===== src/rtl/cpu_sequencer_pkg.sv =====
// Shared state encoding and width helper for the 8051 fetch/decode/execute sequencer.
package cpu_sequencer_pkg;

  typedef enum logic [2:0] {
    ST_IDLE    = 3'd0,
    ST_FETCH   = 3'd1,
    ST_DECODE  = 3'd2,
    ST_OPFETCH = 3'd3,
    ST_EXEC    = 3'd4,
    ST_IRQ     = 3'd5
  } seq_state_t;

  // Bit width able to index n values, never narrower than one bit.
  function automatic int clog2w(input int n);
    return (n <= 2) ? 1 : $clog2(n);
  endfunction

endpackage


===== src/rtl/cpu_sequencer_wait_timer.sv =====
// Counts consecutive ready-low cycles of a memory access and flags the cycle
// on which the tolerated wait budget runs out.
module cpu_sequencer_wait_timer
  import cpu_sequencer_pkg::*;
#(
  parameter int WAIT_MAX = 15
) (
  input  logic clock,
  input  logic reset,
  input  logic active,
  input  logic ready,
  output logic timeout
);

  localparam int TW = clog2w(WAIT_MAX + 1);

  logic [TW-1:0] cnt_q;

  // Timeout fires on the WAIT_MAX-th low cycle itself so the FSM can abandon right away.
  assign timeout = active && !ready && (cnt_q == TW'(WAIT_MAX - 1));

  always_ff @(posedge clock or negedge reset) begin
    if (!reset) begin
      cnt_q <= '0;
    end else if (!active || ready || timeout) begin
      cnt_q <= '0;
    end else begin
      cnt_q <= cnt_q + TW'(1);
    end
  end

endmodule


===== src/rtl/cpu_sequencer.sv =====
// Fetch/decode/execute sequencer for the 8051 core: multi-byte fetch, variable
// execute length, wait-state timeout and interrupt entry at instruction boundaries.
module cpu_sequencer
  import cpu_sequencer_pkg::*;
#(
  parameter int OPCODE_W   = 8,
  parameter int MAX_BYTES  = 3,
  parameter int MAX_EXEC   = 4,
  parameter int WAIT_MAX   = 15,
  parameter int IRQ_CYCLES = 2
) (
  input  logic                               clock,
  input  logic                               reset,
  input  logic                               ready,
  input  logic [OPCODE_W-1:0]                Opcode,
  input  logic [clog2w(MAX_BYTES+1)-1:0]     dec_len,
  input  logic [clog2w(MAX_EXEC+1)-1:0]      dec_cycles,
  input  logic                               irq,
  input  logic                               irq_en,
  output logic                               Fetch,
  output logic                               Decode,
  output logic                               Execute,
  output logic                               ir_load,
  output logic                               op_load,
  output logic [clog2w(MAX_BYTES)-1:0]       op_idx,
  output logic [clog2w(MAX_EXEC)-1:0]        exec_idx,
  output logic                               last_exec,
  output logic                               pc_inc,
  output logic                               irq_ack,
  output logic                               bus_err
);

  localparam int LW  = clog2w(MAX_BYTES + 1);
  localparam int CW  = clog2w(MAX_EXEC + 1);
  localparam int OW  = clog2w(MAX_BYTES);
  localparam int EW  = clog2w(MAX_EXEC);
  localparam int IW  = clog2w(IRQ_CYCLES);
  localparam int LW1 = LW + 1;
  localparam int CW1 = CW + 1;

  seq_state_t    state_q, state_d;
  logic [LW-1:0] len_q, len_d, len_clamped;
  logic [CW-1:0] cyc_q, cyc_d, cyc_clamped;
  logic [OW-1:0] op_idx_q, op_idx_d;
  logic [EW-1:0] exec_idx_q, exec_idx_d;
  logic [IW-1:0] irq_cnt_q, irq_cnt_d;
  logic          timeout;
  logic          op_last, exec_last, irq_last;
  logic          unused_opcode;

  // The opcode is carried for trace visibility only; sequencing uses the decoder lengths.
  assign unused_opcode = ^Opcode;

  cpu_sequencer_wait_timer #(
    .WAIT_MAX(WAIT_MAX)
  ) u_wait_timer (
    .clock  (clock),
    .reset  (reset),
    .active (state_q == ST_FETCH || state_q == ST_OPFETCH),
    .ready  (ready),
    .timeout(timeout)
  );

  // A zero length or cycle count from the decoder means one; oversize values saturate.
  always_comb begin
    len_clamped = dec_len;
    if (dec_len == '0) begin
      len_clamped = LW'(1);
    end else if ({1'b0, dec_len} > LW1'(MAX_BYTES)) begin
      len_clamped = LW'(MAX_BYTES);
    end
    cyc_clamped = dec_cycles;
    if (dec_cycles == '0) begin
      cyc_clamped = CW'(1);
    end else if ({1'b0, dec_cycles} > CW1'(MAX_EXEC)) begin
      cyc_clamped = CW'(MAX_EXEC);
    end
  end

  assign op_last   = (LW'(op_idx_q) == len_q - LW'(1));
  assign exec_last = (CW'(exec_idx_q) == cyc_q - CW'(1));
  assign irq_last  = (irq_cnt_q == IW'(IRQ_CYCLES - 1));

  always_comb begin
    state_d    = state_q;
    len_d      = len_q;
    cyc_d      = cyc_q;
    op_idx_d   = op_idx_q;
    exec_idx_d = exec_idx_q;
    irq_cnt_d  = irq_cnt_q;
    case (state_q)
      ST_IDLE: state_d = ST_FETCH;
      ST_FETCH: begin
        if (ready) begin
          state_d = ST_DECODE;
        end
      end
      ST_DECODE: begin
        len_d      = len_clamped;
        cyc_d      = cyc_clamped;
        exec_idx_d = '0;
        if (len_clamped > LW'(1)) begin
          state_d  = ST_OPFETCH;
          op_idx_d = OW'(1);
        end else begin
          state_d = ST_EXEC;
        end
      end
      ST_OPFETCH: begin
        if (timeout) begin
          state_d = ST_FETCH;
        end else if (ready) begin
          if (op_last) begin
            state_d = ST_EXEC;
          end else begin
            op_idx_d = op_idx_q + OW'(1);
          end
        end
      end
      // Interrupts are only taken at the instruction boundary, i.e. the final execute cycle.
      ST_EXEC: begin
        if (exec_last) begin
          if (irq && irq_en) begin
            state_d   = ST_IRQ;
            irq_cnt_d = '0;
          end else begin
            state_d = ST_FETCH;
          end
        end else begin
          exec_idx_d = exec_idx_q + EW'(1);
        end
      end
      ST_IRQ: begin
        if (irq_last) begin
          state_d = ST_FETCH;
        end else begin
          irq_cnt_d = irq_cnt_q + IW'(1);
        end
      end
      default: state_d = ST_IDLE;
    endcase
  end

  always_ff @(posedge clock or negedge reset) begin
    if (!reset) begin
      state_q    <= ST_IDLE;
      len_q      <= '0;
      cyc_q      <= '0;
      op_idx_q   <= '0;
      exec_idx_q <= '0;
      irq_cnt_q  <= '0;
    end else begin
      state_q    <= state_d;
      len_q      <= len_d;
      cyc_q      <= cyc_d;
      op_idx_q   <= op_idx_d;
      exec_idx_q <= exec_idx_d;
      irq_cnt_q  <= irq_cnt_d;
    end
  end

  assign Fetch     = (state_q == ST_FETCH);
  assign Decode    = (state_q == ST_DECODE);
  assign Execute   = (state_q == ST_EXEC);
  assign ir_load   = Fetch && ready;
  assign op_load   = (state_q == ST_OPFETCH) && ready;
  assign pc_inc    = ir_load | op_load;
  assign last_exec = Execute && exec_last;
  assign irq_ack   = (state_q == ST_IRQ) && (irq_cnt_q == '0);
  assign bus_err   = timeout;
  assign op_idx    = (state_q == ST_OPFETCH) ? op_idx_q : '0;
  assign exec_idx  = Execute ? exec_idx_q : '0;

endmodule

===== config.mk =====
export PLATFORM = sky130hd
export DESIGN_NAME = cpu_sequencer
export DESIGN_NICKNAME = d
export VERILOG_FILES = /design/src/rtl/cpu_sequencer_pkg.sv /design/src/rtl/cpu_sequencer_wait_timer.sv /design/src/rtl/cpu_sequencer.sv
export SDC_FILE = /design/constraint.sdc
export NUM_CORES = 1
export LEC_CHECK = 0
export BUFFER_PORTS_ARGS = -buffer_cell sky130_fd_sc_hd__buf_2
export CAP_MARGIN = 0
export CORE_UTILIZATION = 39
export DETAILED_ROUTE_END_ITERATION = 10
export GPL_TIMING_DRIVEN = 0
export PLACE_DENSITY = 0.6
export SYNTH_ARGS = -nofsm -noshare
export SYNTH_HDL_FRONTEND = slang
export SYNTH_SLANG_ARGS = --single-unit

===== constraint.sdc =====
create_clock -name clock -period 2.95 [get_ports clock]
set_input_delay 0.59 -clock clock [delete_from_list [all_inputs] [get_ports clock]]
set_output_delay 0.59 -clock clock [all_outputs]
set_load 0.02 [all_outputs]

==> metrics.yaml <==
outcome: "completed"
worst_pin_slew_ns: 0.3864
synth.largest_area_cell: "dfrtp_1"
hold_class: "primary input to async pin"
cts_max_level: 1
synth_area_leaders: "dfrtp_1, nand2_1, nor2_1, o21ai_0, ha_1"
grtUsageTotal_pct: 17.51
hpwl_mm: 1.654
worstPathRequired_ns: 2.36
crit_path_end_kind: "output pin"
vias_per_cell: 5.287
drc: 0
wl_mm: 2.129
switching_power_uw: 493.9
grt_max_degree: 18
yosysSeqAreaShare_pct: 40.48
yosysMostFrequentCell: "dfrtp_1"
synth_commonest_cells: "dfrtp_1, nand2_1, nor2_1"
synth_fp_nets: 139
power_density_nw_per_um2: 914.2
synthCells: 118
start_kind: "register"
hold_viol_final: 0
nets: 166
pin_count: 31
synth_warnings: 0
fmax_ghz: 0.4439
antenna_found_initial: 0
grt_pass1_vias: 817
leakage_uw: 0.0006035
fin_util_pct: 48.56
dieArea_um2: 2906
path_max_fanout: 3
finalWeightedCongestion: 0.7397
cpPeakStageDelay_ns: 0.37
p_comb_share_pct: 51.7
fin_worst_skew_ns: 0.005536
fp-row-count: 18
nFillCells: 273
finalCritPeriodShare_pct: 76.36
dr.pass1.iters: 4
seq_area_um2: 425.4
drtIter0Drc: 17
die_h_um: 53.91
start_util_pct: 41.67
path_class: "register to output pin"
cts_setup_buffers: 0
die_w_um: 53.91
clock-sinks: 17
grt_first_pass_wirelength_mm: 3.525
cts-resized-gates: 0
clkTransAtPathRegs_ns: 0.10
p_int_uw: 626.0
postSynth.asyncResetShare_pct: 100.0
cts_tree: "built"
hold_buffers: 0
overflow: 0
clkPwrFrac_pct: 11.4
worst-path-buf-inv: 2
areaGrowthSynthToFinish_pct: 16.55
relSlewSlack_pct: 74.24
design_area_um2: 1225
crit_family: "flip-flops"
avgSynthCellArea_um2: 8.907
syn-cell-area_um2: 1051
synth-seq-cells: 17
vdd_drop_max_uv: 451.0
layout_min_cycle_time_ns: 2.253
synth_edf_count: 0
power_frac_seq_pct: 36.9
setup_violations: 0
core-area_um2: 2522
rsz0062_at_grt: "false"
place_area_um2: 1199
cts_root_buf: "clkbuf_4"
numCtsBuffers: 3
synthDominantCellAreaShare_pct: 40.48
slowest_stage: "dfrtp_1"
finalSetupTns_ns: 0
antenna_cells: 0
drive_above_1_share_pct: 25.00
power_uw: 1120
multi_input_area_um2: 564.3
port_buffers: 22
crit_path_cell_trace: "inv_1 -> ha_1 -> xor2_1 -> nand3_1 -> nor2_1 -> buf_2"
route.vias.total: 920
ys_types: 39
ant_nets: 0
r2r_slack_ns: 1.37
drv_cap: 0
sw_frac_of_total_pct: 44.10
wl_per_cell_um: 12.24
slew_viol_final: 0
clock_path_buffers: 2
ys.flop_type: "dfrtp_1"
clk_latency_ns: 0.29
cp.arrival_ns: 1.66
==> layer usage <==
layer	share of wire, %	GRT usage, %	wire length [um]
met2	50	31.07	1074
met4	0.89	5.263	19
met5	0	0	0
met1	42	20.04	902
met3	6.2	5.085	133
==> flip-flops by register name, indices dropped and copies added (netlist names) <==
signal and cells:
len_q 2, u_wait_timer.cnt_q 4, op_idx_q 2, irq_cnt_q 1, exec_idx_q 2, state_q 3, cyc_q 3
==> layout make-up <==
class / instances / share of cell area [%]
clock buffer: 4 / 2.145
multi-input combinational: 89 / 46.07
timing repair buffer: 22 / 8.989
inverter: 9 / 2.758
sequential: 17 / 34.73
tap: 30 / 3.064
buffer: 3 / 2.247
==> per-stage QoR <==
stage	hold WS (ns)	cells	setup WS (ns)
5_1_grt	0.2186	174	0.6260
2_1_floorplan	0.2944	118	0.9814
3_5_place_dp	0.4815	170	1.016
6_report	0.2005	174	0.6974
4_1_cts	0.2162	174	0.6731
3_3_place_gp	0.4680	170	1.068
==> kinds of logic after synthesis <==
family	count (synthesis)	synth area share (%)
buffers and inverters	12	5.832
XOR/XNOR	6	5.715
adder cells (fa/ha/maj)	3	3.572
flip-flops	17	40.48
multiplexers	1	0.9524
AND/OR/NAND/NOR	53	26.43
AO/OA/AOI/OAI	26	17.02
==> final timing paths <==
path,start,to,depth (start not counted)
hold reg to reg,u_wait_timer.cnt_q[0],u_wait_timer.cnt_q[0],1
setup / recovery,cyc_q[0],last_exec,6
hold / removal,reset,len_q[0],1
setup reg to reg,cyc_q[0],exec_idx_q[1],6
max in group asynchronous,reset,op_idx_q[1],1
min in group clock,u_wait_timer.cnt_q[0],u_wait_timer.cnt_q[0],1
==> power groups by stage <==
stage               logic (uW)  registers (uW)  clock network (uW)
floorplan                  462             397                   0
global placement           569             415                   0
detailed placement         585             419                   0
CTS                        587             414                 131
global route               648             426                 141
finish                     579             413                 128
==> layout by cell type (no fill, tap or decap), types with 4 or more instances in the layout <==
| cell | n |
|---|---|
| buf_2 | 23 |
| dfrtp_1 | 17 |
| nand2_1 | 15 |
| nor2_1 | 12 |
| inv_1 | 8 |
| o21ai_0 | 8 |
| nand2b_1 | 5 |
| nand3_1 | 4 |
| a21oi_1 | 4 |
Note: power is estimated with default switching activity, not from simulation.
